--- src/rtl/ysyx_24100005_core_seq.sv ---
// Multi-cycle instruction sequencer: FETCH -> WAIT -> EXEC -> COMMIT, with HALT on ebreak or fault.
// Optional fetch watchdog enabled by defining YSYX_24100005_FETCH_TIMEOUT_EN.
module ysyx_24100005_core_seq #(
    parameter logic [31:0] RESET_PC = 32'h8000_0000,
    parameter int          TIMEOUT  = 16
) (
    input  logic        clk,
    input  logic        rst,
    output logic        ifu_req_valid,
    input  logic        ifu_req_ready,
    output logic [31:0] ifu_req_addr,
    input  logic        ifu_resp_valid,
    output logic        ifu_resp_ready,
    input  logic [31:0] ifu_resp_inst,
    output logic [31:0] inst,
    output logic        inst_valid,
    input  logic [31:0] dnpc,
    input  logic        dec_rf_wen,
    output logic        rf_wen,
    output logic [31:0] pc,
    output logic [31:0] retired,
    output logic        halted,
    output logic        err,
    output logic [2:0]  state_dbg
);

    // Handshakes: a transfer occurs on a rising edge where valid and ready are both
    // high; a raised valid holds with stable payload until that edge.
    typedef enum logic [2:0] {
        FETCH  = 3'd0,
        WAIT   = 3'd1,
        EXEC   = 3'd2,
        COMMIT = 3'd3,
        HALT   = 3'd4
    } state_t;

    state_t      state;
    state_t      state_n;
    logic        set_err;
    logic        is_ebreak;
    logic        timed_out;
    logic [31:0] npc_q;

    assign is_ebreak = (inst[6:0] == 7'b1110011);

    if (TIMEOUT < 1) begin : g_timeout_range
    end

`ifdef YSYX_24100005_FETCH_TIMEOUT_EN
    logic [31:0] wcnt;

    always_ff @(posedge clk or negedge rst) begin
        if (!rst) begin
            wcnt <= 32'd0;
        end else if (state == FETCH && ifu_req_ready) begin
            wcnt <= 32'd0;
        end else if (state == WAIT) begin
            wcnt <= wcnt + 32'd1;
        end
    end

    // The response is checked before the timeout, so a reply on the last cycle wins.
    assign timed_out = (state == WAIT) && !ifu_resp_valid && (wcnt == 32'(TIMEOUT - 1));
`else
    assign timed_out = 1'b0;
`endif

    always_comb begin
        state_n = state;
        set_err = 1'b0;
        case (state)
            FETCH:  if (ifu_req_ready) state_n = WAIT;
            WAIT: begin
                if (ifu_resp_valid) begin
                    state_n = EXEC;
                end else if (timed_out) begin
                    state_n = HALT;
                    set_err = 1'b1;
                end
            end
            EXEC: begin
                if (is_ebreak) begin
                    state_n = HALT;
                end else if (dnpc[1:0] != 2'b00) begin
                    state_n = HALT;
                    set_err = 1'b1;
                end else begin
                    state_n = COMMIT;
                end
            end
            COMMIT: state_n = FETCH;
            HALT:   state_n = HALT;
            default: state_n = HALT;
        endcase
    end

    always_ff @(posedge clk or negedge rst) begin
        if (!rst) begin
            state   <= FETCH;
            pc      <= RESET_PC;
            inst    <= 32'h0000_0013;
            npc_q   <= RESET_PC;
            retired <= 32'd0;
            err     <= 1'b0;
        end else begin
            state <= state_n;
            if (state == WAIT && ifu_resp_valid) inst <= ifu_resp_inst;
            if (state == EXEC) npc_q <= dnpc;
            if (state == COMMIT) begin
                pc      <= npc_q;
                retired <= retired + 32'd1;
            end
            if (set_err) err <= 1'b1;
        end
    end

    // Request valid is held off while reset is asserted, even though state already reads FETCH.
    assign ifu_req_valid  = rst && (state == FETCH);
    assign ifu_req_addr   = pc;
    assign ifu_resp_ready = (state == WAIT);
    assign inst_valid     = (state == EXEC);
    assign rf_wen         = (state == COMMIT) && dec_rf_wen;
    assign halted         = (state == HALT);
    assign state_dbg      = state;

endmodule

--- config.mk ---
export PLATFORM = sky130hd
export DESIGN_NAME = ysyx_24100005_core_seq
export DESIGN_NICKNAME = d
export VERILOG_FILES = /design/src/rtl/ysyx_24100005_core_seq.sv
export SDC_FILE = /design/constraint.sdc
export NUM_CORES = 1
export LEC_CHECK = 0
export BUFFER_PORTS_ARGS = -buffer_cell sky130_fd_sc_hd__buf_2
export CAP_MARGIN = 20
export CORE_MARGIN = 1.5
export CORE_UTILIZATION = 45
export CTS_CLUSTER_SIZE = 10
export DETAILED_ROUTE_END_ITERATION = 10
export PLACE_DENSITY = 0.87
export REMOVE_ABC_BUFFERS = 1
export SLEW_MARGIN = 20
export SYNTH_ARGS = -nofsm -noshare
export SYNTH_HDL_FRONTEND = slang
export SYNTH_SLANG_ARGS = --single-unit
--- constraint.sdc ---
create_clock -name clk -period 1.75 [get_ports clk]
set_input_delay 0.2625 -clock clk [delete_from_list [all_inputs] [get_ports clk]]
set_output_delay 0.2625 -clock clk [all_outputs]
set_load 0.02 [all_outputs]
**After elaboration in Yosys (flattened, before gate mapping)**

Index checks and enable logic that the tools add are counted.

- Register bits after elaboration: 132
- Bits in latches: 0
- Memory bits (writable): 0
- Memory bits (read-only): 0
- Bits of input ports: 69
- Word-level logic and storage cells: 28
- Memories: 0

- Add/subtract/negate cells: 1
- Multiply operators: 0
- Divide/modulo/power cells: 0
- Order comparisons: 0
- Equality and inequality tests: 7
- Shifts and indexed selects: 0
- Muxes and demuxes: 8
- Bitwise gates (word level): 0
- Reduce and logical (&&, ||, !) cells: 6

Operator list:

| kind | count |
|---|---|
| 32-bit by 1-bit adder with 32-bit output, second input constant | 1 |
| 3-bit 2-to-1 mux | 4 |
| 3-bit case mux with 4 select lines | 1 |
| 7-bit equality test, second input constant | 1 |
| 3-bit by 2-bit equality test with 1-bit output, second input constant | 2 |
| 2-bit != test, second input constant | 2 |
| 3-bit by 1-bit equality test with 1-bit output, second input constant | 1 |
| 3-bit equality test, second input constant | 1 |
| 1-bit logical AND | 3 |
| 3-bit logical NOT | 1 |
| 1-bit 2-to-1 mux | 3 |
| 2-bit AND reduction | 1 |
| 2-bit nonzero test | 1 |

**Logic depth before layout (Yosys ltp)**

Gate-level depths: netlist (run 1).

- Depth after elaboration: 4
- Mapped depth: 7
- Depth with buffers taken out: 5

**Worst setup path before layout (run 1)**

Ideal clock, no wire load.

- Path kind: register to register
- From: register state[1], in the netlist state_dbg[1]
- To: register npc_q[23]
- Data arrival time: 1.723 ns
- Setup slack: -0.098 ns
- Stages on the path, launching flop included: 5
- Path buffers: 2
- Clock period less this slack: 1.848 ns
- Cell sequence: dfrtp_1 -> buf_2 -> nor3b_2 -> buf_2 -> mux2_2

- Word-level cells in the longest chain between the ends: 1

Ends and longest elaborated chain:

| item | RTL line | source |
|---|---|---|
| start: declaration | 37 | `state_t state;` |
| start signal: assignment | 106 | `state <= state_n;` |
| 3-bit by 2-bit equality test with 1-bit output | n/a |  |
| named net inst_valid | 16 | `output logic inst_valid,` |
| end signal: assignment | 108 | `if (state == EXEC) npc_q <= dnpc;` |
| end: declaration | 42 | `logic [31:0] npc_q;` |

The timed path passes the listed nets, and every way through them passes these cells.
A chain may end at the register's enable or synchronous reset.

**Worst setup path after layout (run 1)**

- From: register state[2], in the netlist state_dbg[2]
- To: output inst_valid

- Word-level cells in the longest chain between the ends: 1

Ends and longest elaborated chain:

| item | RTL line | source |
|---|---|---|
| 3-bit by 2-bit equality test with 1-bit output | 121 | `assign inst_valid = (state == EXEC);` |
| end: declaration | 16 |  |

Every way passes these cells.

==> flow_summary.yaml, run 1 <==
sta:
  whs_ns: -0.0478
  hold_violations: 42
  maxSlewHeadroom_pct: 51.9
  setup_viol: 0
  period_needed_ns: 1.75
  rsz0062_at_grt: "true"
  period_share_pct: 99.8
  setup_tns_ns: 0
  maxSlewViolCount: 0
  fmax_mhz: 573
  worst_pin_slew_ns: 0.721
  worst_slack_ns: 0.00359
  finClkSkew_ns: 0.00942
placed_design:
  dp_slack_ns: 0.0106
  port_buffers: 205
  hpwl_microns: 8810
  gp_congestion: 0.786
critical_path:
  cp-end-kind: "primary output"
  crit_path_frequent_cell: "buf_6"
  crit-reg2reg-launch: "state_dbg[2]"
  worstPathRequired_ns: 1.49
  path_cells: "buf_6 > nor3b_4 > buf_12 > buf_6"
  cpLargestDelayFamily: "buffers and inverters"
  worstSetupPathType: "reg -> out"
  r2r_cells: 5
  worst-path-buf-inv: 3
  regToRegSetupSlack_ns: 0.01
  cp_max_fo: 6
  worst-endpoint-arrival_ns: 1.48
  crit_path_start_kind: "flip-flop"
  worst_path_largest_cell_delay_ns: 0.39
  r2r-end: "npc_q[14]"
  crit_slowest_cell: "dfrtp_1"
power_and_ir_drop:
  p_leak_nw: 4.15
  power_density_mw_per_mm2: 1610
  peakVddDrop_v: 0.000988
route:
  ant_nets: 0
  drc: 0
  drt-wirelength-per-cell_microns: 15.7
  avgViaCountPerCell: 4.92
  first_pass_iters: 4
  drt_wl_total_microns: 13400
  drtIter0Drc: 223
  via_count: 4192
clock_network:
  clk_pin_slew_ns: 0.05
  clk_latency_ns: 0.42
  cts_buffers: 17
  cts-htree-levels: 4
  clockBufferDepth: 2
  clockRootBuffer: "clkbuf_16"
  holdBufCountCts: 0
  clock-sinks: 132
  cts_tree: "yes"
cells_and_area:
  final_nets: 741
  drive_above_1_share_pct: 52.8
  antenna_cells: 0
  fin_util_pct: 62.0
  area_growth_syn_to_layout_pct: 33.6
worst_hold_path:
  hold_path_class: "in -> async"
grt:
  track_usage_pct: 20.6
  grt_max_degree: 133
  grt_pass1_wl_microns: 20500
  grt_pass1_vias: 4209
  antenna_found_initial: 0
  overflow: 0
die:
  die-area_sq_mm: 0.0132
  rows: 40
  fp.coreArea_sq_mm: 0.0121
  start_util_pct: 46.4
  ios: 206
  die_width_microns: 115
  dieHeight_microns: 115
synthesis:
  synthCells: 464
  yosys_warnings: 0
  syn_area_sq_mm: 0.00562
  synth_edf_count: 0
  syn_area_per_cell_sq_um: 12.1
  synth_seq_area_share_pct: 58.9
  synth_cell_types: 41
  ys_seq_elements: 132
  synth-main-ff-cell: "dfrtp_1"
  synth_async_sr_flop_share_pct: 100
status:
  status: "complete, but fails checks"
  violations: "negative hold slack"
job:
  cap_violations: 0
-- sequential cells by signal (all words and copies together) (netlist names) --
name and cells:
inst 32, npc_q 32, retired 32, state_dbg 3, ifu_req_addr 32, err 1
-- worst max path at each step --
stage	startpoint	to	slack (ns)	cells past startpoint
after floorplan	state_dbg[0]	inst[10]	-1.75	3
after detailed placement	retired[4]	retired[20]	0.01	4
after CTS	retired[4]	retired[20]	0.004	4
after global placement	retired[12]	retired[22]	0.13	5
final	state_dbg[2]	inst_valid	0.004	4
after global routing	state_dbg[2]	inst_valid	-0.04	4
-- timing repair --
action                     4_1_cts  5_1_grt
resized for setup                5       17
cloned                           1        0
setup endpoints to repair        3       46
setup buffers                    7        4
pin swaps                        1       17
-- where the power goes --
group / total, mW / internal, mW / switching, mW
registers: 4.71 / 4.11 / 0.606
clock network: 3.52 / 2.29 / 1.23
logic: 3.87 / 1.66 / 2.21
-- cells in the mapped netlist, types with 2 or more instances --
cell type	count	area [sq um]
dfrtp_1	127	3180
nand2_1	112	420
mux2_2	64	721
buf_4	32	240
xor2_1	18	158
xnor2_1	13	114
nand4_1	9	56.3
nor2_1	9	33.8
buf_2	8	40.0
clkbuf_1	8	30.0
nand3_1	8	40.0
inv_1	6	22.5
dfstp_2	5	131
nor3_2	5	50.1
and3_1	3	18.8
nor3_1	3	15.0
nor3b_1	3	22.5
a21oi_1	2	10.0
nand2b_1	2	12.5
nor3_4	2	32.5
nor3b_2	2	25.0
nor4_1	2	12.5
or2_2	2	12.5
or4_4	2	22.5
-- cell type report --
class / count / area, sq um
Clock buffer: 28 / 517
Sequential cell: 132 / 3310
Fill cell: 970 / 4600
Multi-Input combinational cell: 276 / 2020
Inverter: 6 / 22.5
Clock inverter: 4 / 72.6
Timing Repair Buffer: 238 / 1350
Tap cell: 168 / 210
-- metrics by stage --
stage	std cells	instance area, sq um	power (mW)
floorplan	414	5280	6.96
global placement	809	6750	8.29
detailed placement	809	6750	8.48
CTS	849	7440	12.1
global route	852	7510	12.7
finish	852	7510	12.1
-- per-layer routing --
| metal | wire length [microns] | up-vias | part of all wire (%) | GRT usage, % |
|---|---|---|---|---|
| met4 | 220 | 0 | 1.6 | 8.40 |
| li1 | - | 1923 | - | - |
| met3 | 653 | 24 | 4.9 | 6.17 |
| met2 | 7120 | 142 | 53 | 36.0 |
| met5 | 0 | - | 0 | 0 |
| met1 | 5400 | 2103 | 40 | 23.7 |
-- cell usage in the layout, fill, tap and decap left out, drive strengths merged --
cell,n
buf,238
dfrtp,127
nand2,112
mux2,64
clkbuf,28
xor2,18
xnor2,13
nand4,10
nor3,10
nor2,9
nand3,8
inv,6
dfstp,5
nor3b,5
and3,3
or4,3
or2,2
nor4,2
a21oi,2
nand2b,2
bufinv,2
nor4b,2
nand4b,2
and2,1
or3,1
and4,1
nor4bb,1
mux2i,1
and4bb,1
nand3b,1
a21o,1
ha,1
clkinvlp,1
clkinv,1
-- cells by family (layout without fill, tap and decap cells) --
family	Yosys count	count (layout)	share of synthesized area (%)
and+or+nand+nor	176	176	16.3
adders and majority gates	1	1	0.223
buffers and inverters	56	276	6.48
muxes	65	65	13.0
xor gates and xnor gates	31	31	4.83
AOI/OAI and AO/OA	3	3	0.312
DFF	132	132	58.9
(Power assumes the default switching activity.)
==> run 2: changes to the inputs <==
==> constraint.sdc (replaced) <==
create_clock -name clk -period 1.6 [get_ports clk]
set_input_delay 0.24 -clock clk [delete_from_list [all_inputs] [get_ports clk]]
set_output_delay 0.24 -clock clk [all_outputs]
set_load 0.02 [all_outputs]
==> run 2 against run 1 <==
Against the previous run: the run ends with negative setup slack left; die area did not move; routed wire length rose by 13%; worst setup slack got worse by 0.16 ns; global-route usage rose by 0.88 points; largest power group unchanged.
==> flow_summary.yaml, run 2 (synthesized netlist as in run 1, its figures left out) <==
status:
  status: "complete, but fails checks"
  violations: "negative setup slack"
clock_network:
  clockBufferDepth: 2
  clk_pin_slew_ns: 0.06
  cts-htree-levels: 4
  clock-sinks: 132
  cts_buffers: 17
  clk_latency_ns: 0.41
  clockRootBuffer: "clkbuf_16"
  cts_tree: "yes"
grt:
  antenna_found_initial: 0
  grt_max_degree: 133
  grt_pass1_wl_microns: 21700
  track_usage_pct: 21.5
  overflow: 0
  grt_pass1_vias: 4392
die:
  rows: 40
  fp.coreArea_sq_mm: 0.0121
  start_util_pct: 46.4
  dieHeight_microns: 115
  ios: 206
  die_width_microns: 115
  die-area_sq_mm: 0.0132
route:
  drt-wirelength-per-cell_microns: 17.0
  first_pass_iters: 5
  avgViaCountPerCell: 4.98
  drt_wl_total_microns: 15100
  ant_nets: 0
  drc: 0
  via_count: 4434
  drtIter0Drc: 193
critical_path:
  worst-path-buf-inv: 1
  cpLargestDelayFamily: "simple AND/OR/NAND/NOR gates"
  worstPathRequired_ns: 1.92
  worst_path_largest_cell_delay_ns: 0.64
  cp-end-kind: "flip-flop"
  worst-endpoint-arrival_ns: 2.08
  crit_path_start_kind: "flip-flop"
  crit_slowest_cell: "or4_4"
  cp_max_fo: 4
  worstSetupPathType: "reg -> reg"
  path_cells: "buf_12 > nand4b_4 > or4_4 > nor3_4 > xor2_1"
cells_and_area:
  mostFrequentLayoutCells: "buf_2 (199), dfrtp_1 (125), nand2_1 (112)"
  final_common_cell: "buf_2"
  area_growth_syn_to_layout_pct: 45.4
  n_fill_cell: 876
  drive_above_1_share_pct: 56.8
  final_nets: 780
  antenna_cells: 0
  final_cells: 890
sta:
  period_needed_ns: 1.76
  maxSlewViolCount: 0
  worst_pin_slew_ns: 0.745
  setup_viol: 82
  whs_ns: 0.0577
  rsz0062_at_grt: "true"
  period_share_pct: 110
  hold_violations: 0
  maxSlewHeadroom_pct: 50.3
  fmax_mhz: 568
  worst_slack_ns: -0.159
  finClkSkew_ns: 0.00662
power_and_ir_drop:
  p_leak_nw: 4.53
  peakVddDrop_v: 0.00106
  power_density_mw_per_mm2: 1680
job:
  cap_violations: 0
worst_hold_path:
  hold_path_class: "in -> reg"
placed_design:
  gp_congestion: 0.818
  dp_cells: 831
  hpwl_microns: 9140
  port_buffers: 205
run 2: cell count changes in the layout (fill, tap and decap cells not counted), sizes merged:
| cell | before | now |
|---|---|---|
| clkinvlp | 1 | 2 |
| buf | 238 | 270 |
| clkinv | 1 | 4 |
| dlygate4sd3 | 0 | 1 |
| clkbuf | 28 | 30 |
| bufinv | 2 | 1 |
run 2: layout make-up:
class / instances / area (sq um) / share of cell area, %
clock buffers: 24 / 502 / 6.14
clock inverters: 7 / 72.6 / 0.888
inverters: 6 / 22.5 / 0.276
multi-input cells: 276 / 2190 / 26.8
flip-flops and latches: 132 / 3310 / 40.5
well taps: 168 / 210 / 2.57
repair buffers: 277 / 1860 / 22.8
run 2: power breakdown:
part           internal, mW  switching, mW
registers              4.49          0.704
logic                  2.18           2.59
clock network          2.33           1.40
run 2: stage by stage:
| stage | setup slack [ns] | TNS [ns] | util, % | power [mW] | cell area (sq um) |
|---|---|---|---|---|---|
| after floorplan | -1.90 | -120.84 | - | 7.61 | 5280 |
| after global placement | -0.000911 | -0.000911 | 57.2 | 9.10 | 6920 |
| after detailed placement | -0.0713 | -0.355 | 57.2 | 9.33 | 6920 |
| after CTS | -0.113 | -1.22 | 63.9 | 13.3 | 7740 |
| after global routing | -0.218 | -11.69 | 67.5 | 14.3 | 8170 |
| final | -0.159 | -4.96 | 67.5 | 13.7 | 8170 |
run 2: repair_timing:
action / CTS / global route
setup buffers: 10 / 11
gates resized for setup: 28 / 52
setup endpoints to repair: 17 / 125
pin swaps: 23 / 13
cloned: 1 / 6
endpoints found under the hold margin: 36 / 0
hold buffers: 1 / 0
run 2: routing by layer:
| layer | global-route usage (%) | wire [microns] |
|---|---|---|
| met4 | 7.33 | 252 |
| met2 | 38.5 | 8000 |
| met1 | 24.9 | 6090 |
| met3 | 5.90 | 793 |
| met5 | 0 | 0 |
run 2: path summary, 6_finish.rpt:
kind,start,to,slack [ns],cells after the start
worst min register to register,npc_q[31],ifu_req_addr[31],0.45,2
worst max-delay path,state_dbg[1],retired[26],-0.16,5
worst max register to register,state_dbg[1],retired[26],-0.16,5
max in group asynchronous,rst,retired[14],0.53,3
worst min-delay path,ifu_resp_inst[8],inst[8],0.06,2
min in group asynchronous,rst,retired[23],0.47,3
==> run 3: changes to the inputs <==
--- a/config.mk
+++ b/config.mk
@@ -12,7 +12,6 @@
 export CTS_CLUSTER_SIZE = 10
 export DETAILED_ROUTE_END_ITERATION = 10
 export PLACE_DENSITY = 0.87
-export REMOVE_ABC_BUFFERS = 1
 export SLEW_MARGIN = 20
 export SYNTH_ARGS = -nofsm -noshare
 export SYNTH_HDL_FRONTEND = slang
==> run 3 against run 2 <==
Against the previous run: the run still ends with negative setup slack left; combinational power is 1% higher; critical path depth is 1 lower; via count is 2.3% lower; power is 4.2% higher; clock power is 12% higher; sequential share of layout area is 0.40 points lower; sequential power is 0.8% higher; flip-flop and latch count stayed put; register-to-register slack better by 0.08 ns; utilization is 0.96 points higher; hold slack hardly changed.
==> flow_summary.yaml, run 3 (synthesized netlist as in run 1, its figures left out) <==
status:
  status: "complete, but fails checks"
  violations: "negative setup slack"
die:
  dieHeight_microns: 115
  die_width_microns: 115
  start_util_pct: 46.4
  fp.coreArea_sq_mm: 0.0121
  die-area_sq_mm: 0.0132
  ios: 206
  rows: 40
route:
  ant_nets: 0
  first_pass_iters: 4
  drtIter0Drc: 192
  drt_wl_total_microns: 14400
  drt-wirelength-per-cell_microns: 16.2
  avgViaCountPerCell: 4.89
  drc: 0
  via_count: 4333
cells_and_area:
  area_growth_syn_to_layout_pct: 47.5
  mostFrequentLayoutCells: "buf_2 (199), dfrtp_1 (114), nand2_1 (110)"
  final_common_cell: "buf_2"
  ff_latch_area_sq_mm: 0.00333
  final_nets: 774
  final_cells: 886
  fin_area_sq_mm: 0.00829
  drive_above_1_share_pct: 58.7
  n_fill_cell: 857
  multiInputGateArea_sq_mm: 0.00232
sta:
  rsz0062_at_grt: "true"
  maxSlewViolCount: 0
  setup_tns_ns: -1.57
  worst_slack_ns: -0.0858
  maxSlewHeadroom_pct: 49.3
  fmax_mhz: 593
  whs_ns: 0.0578
  period_share_pct: 105
  hold_violations: 0
  worst_pin_slew_ns: 0.760
  setup_viol: 47
  period_needed_ns: 1.69
  finClkSkew_ns: 0.00929
clock_network:
  cts_tree: "yes"
  clock-sinks: 132
  clk_latency_ns: 0.41
  clk_pin_slew_ns: 0.06
  cts-htree-levels: 4
  clockRootBuffer: "clkbuf_16"
  cts_buffers: 17
  clockBufferDepth: 2
critical_path:
  worst-endpoint-arrival_ns: 1.45
  worstSetupPathType: "reg -> out"
  worstPathRequired_ns: 1.36
  cp-end-kind: "primary output"
  r2r-end: "retired[25]"
  crit-reg2reg-launch: "retired[11]"
  cp_max_fo: 4
  regToRegSetupSlack_ns: -0.08
  crit_path_start_kind: "flip-flop"
  r2r_cells: 5
placed_design:
  port_buffers: 205
  hpwl_microns: 8940
  place_area_sq_mm: 0.00706
  dp_cells: 828
  gp_congestion: 0.801
grt:
  overflow: 0
  gr-max-usage-layer: "met2"
  met1_usage_pct: 25.3
  track_usage_pct: 21.7
  grt_pass1_vias: 4574
  grt_pass1_wl_microns: 22000
  gr-usage-met3_pct: 5.69
  antenna_found_initial: 1
  use_met2_pct: 38.4
  grt_max_degree: 133
power_and_ir_drop:
  peakVddDrop_v: 0.00113
  power_mw: 14.3
  p_leak_nw: 4.60
  power_density_mw_per_mm2: 1720
job:
  cap_violations: 0
worst_hold_path:
  holdPathStages: 2
  whs_endpoint: "inst[17]"
  hold_path_class: "in -> reg"
  holdCritStartpoint: "ifu_resp_inst[17]"
synthesis:
  mappedNetlistNets: 534
[run 3: changes by cell type in the layout (fill, tap and decap cells not counted), moves of 3 or more]
cell / before / now
buf_4: 49 / 44
buf_6: 11 / 14
bufinv_16: 1 / 5
clkbuf_16: 23 / 20
clkbuf_8: 5 / 0
dfrtp_1: 125 / 114
dfrtp_2: 2 / 13
mux2_2: 44 / 18
mux2_4: 20 / 46
[run 3: worst max-delay path by stage]
stage | from | end | depth (start not counted)
finish | state_dbg[2] | inst_valid | 4
global route | state_dbg[2] | inst_valid | 4
CTS | state_dbg[0] | inst_valid | 4
detailed placement | retired[13] | retired[25] | 5
global placement | retired[12] | retired[28] | 5
floorplan | retired[12] | retired[22] | 6
[run 3: metrics by stage]
step,util (%),setup WS [ns]
floorplan,-,-0.128
global placement,58.3,-0.0193
detailed placement,58.3,-0.125
CTS,66.1,-0.0989
global route,68.4,-0.151
finish,68.4,-0.0858
[run 3: cell type report]
class	instances	share of cell area [%]
inverter	6	0.272
timing repair buffer	271	21.3
antenna	1	0.0302
clock buffer	18	5.18
clock inverter	14	2.54
sequential	132	40.1
multi-input combinational	276	28.0
tap	168	2.54
[run 3: timing repair]
action | 4_1_cts | 5_1_grt
pin swaps | 26 | 19
hold endpoints to repair | 127 | 0
buffers inserted | 17 | 3
cloned | 0 | 4
endpoints found under the setup margin | 16 | 89
gates resized for setup | 36 | 38
hold buffers | 1 | 0
[run 3: routing by layer]
metal	wire, microns	share of wire [%]
met4	224	1.6
met1	6010	42
met3	714	5.0
met2	7410	52
met5	0	0
[run 3: report_power, final]
| part | switching, mW | total (mW) | internal, mW |
|---|---|---|---|
| registers | 0.733 | 5.24 | 4.50 |
| clock network | 1.44 | 4.19 | 2.75 |
| logic | 2.53 | 4.84 | 2.31 |
[run 3: worst max-delay path, stage by stage, from the launching register on]
cell and delay [ns]:
dfrtp_2 0.42, buf_6 0.14, nor3b_4 0.24, buf_12 0.14
buf_8 0.10
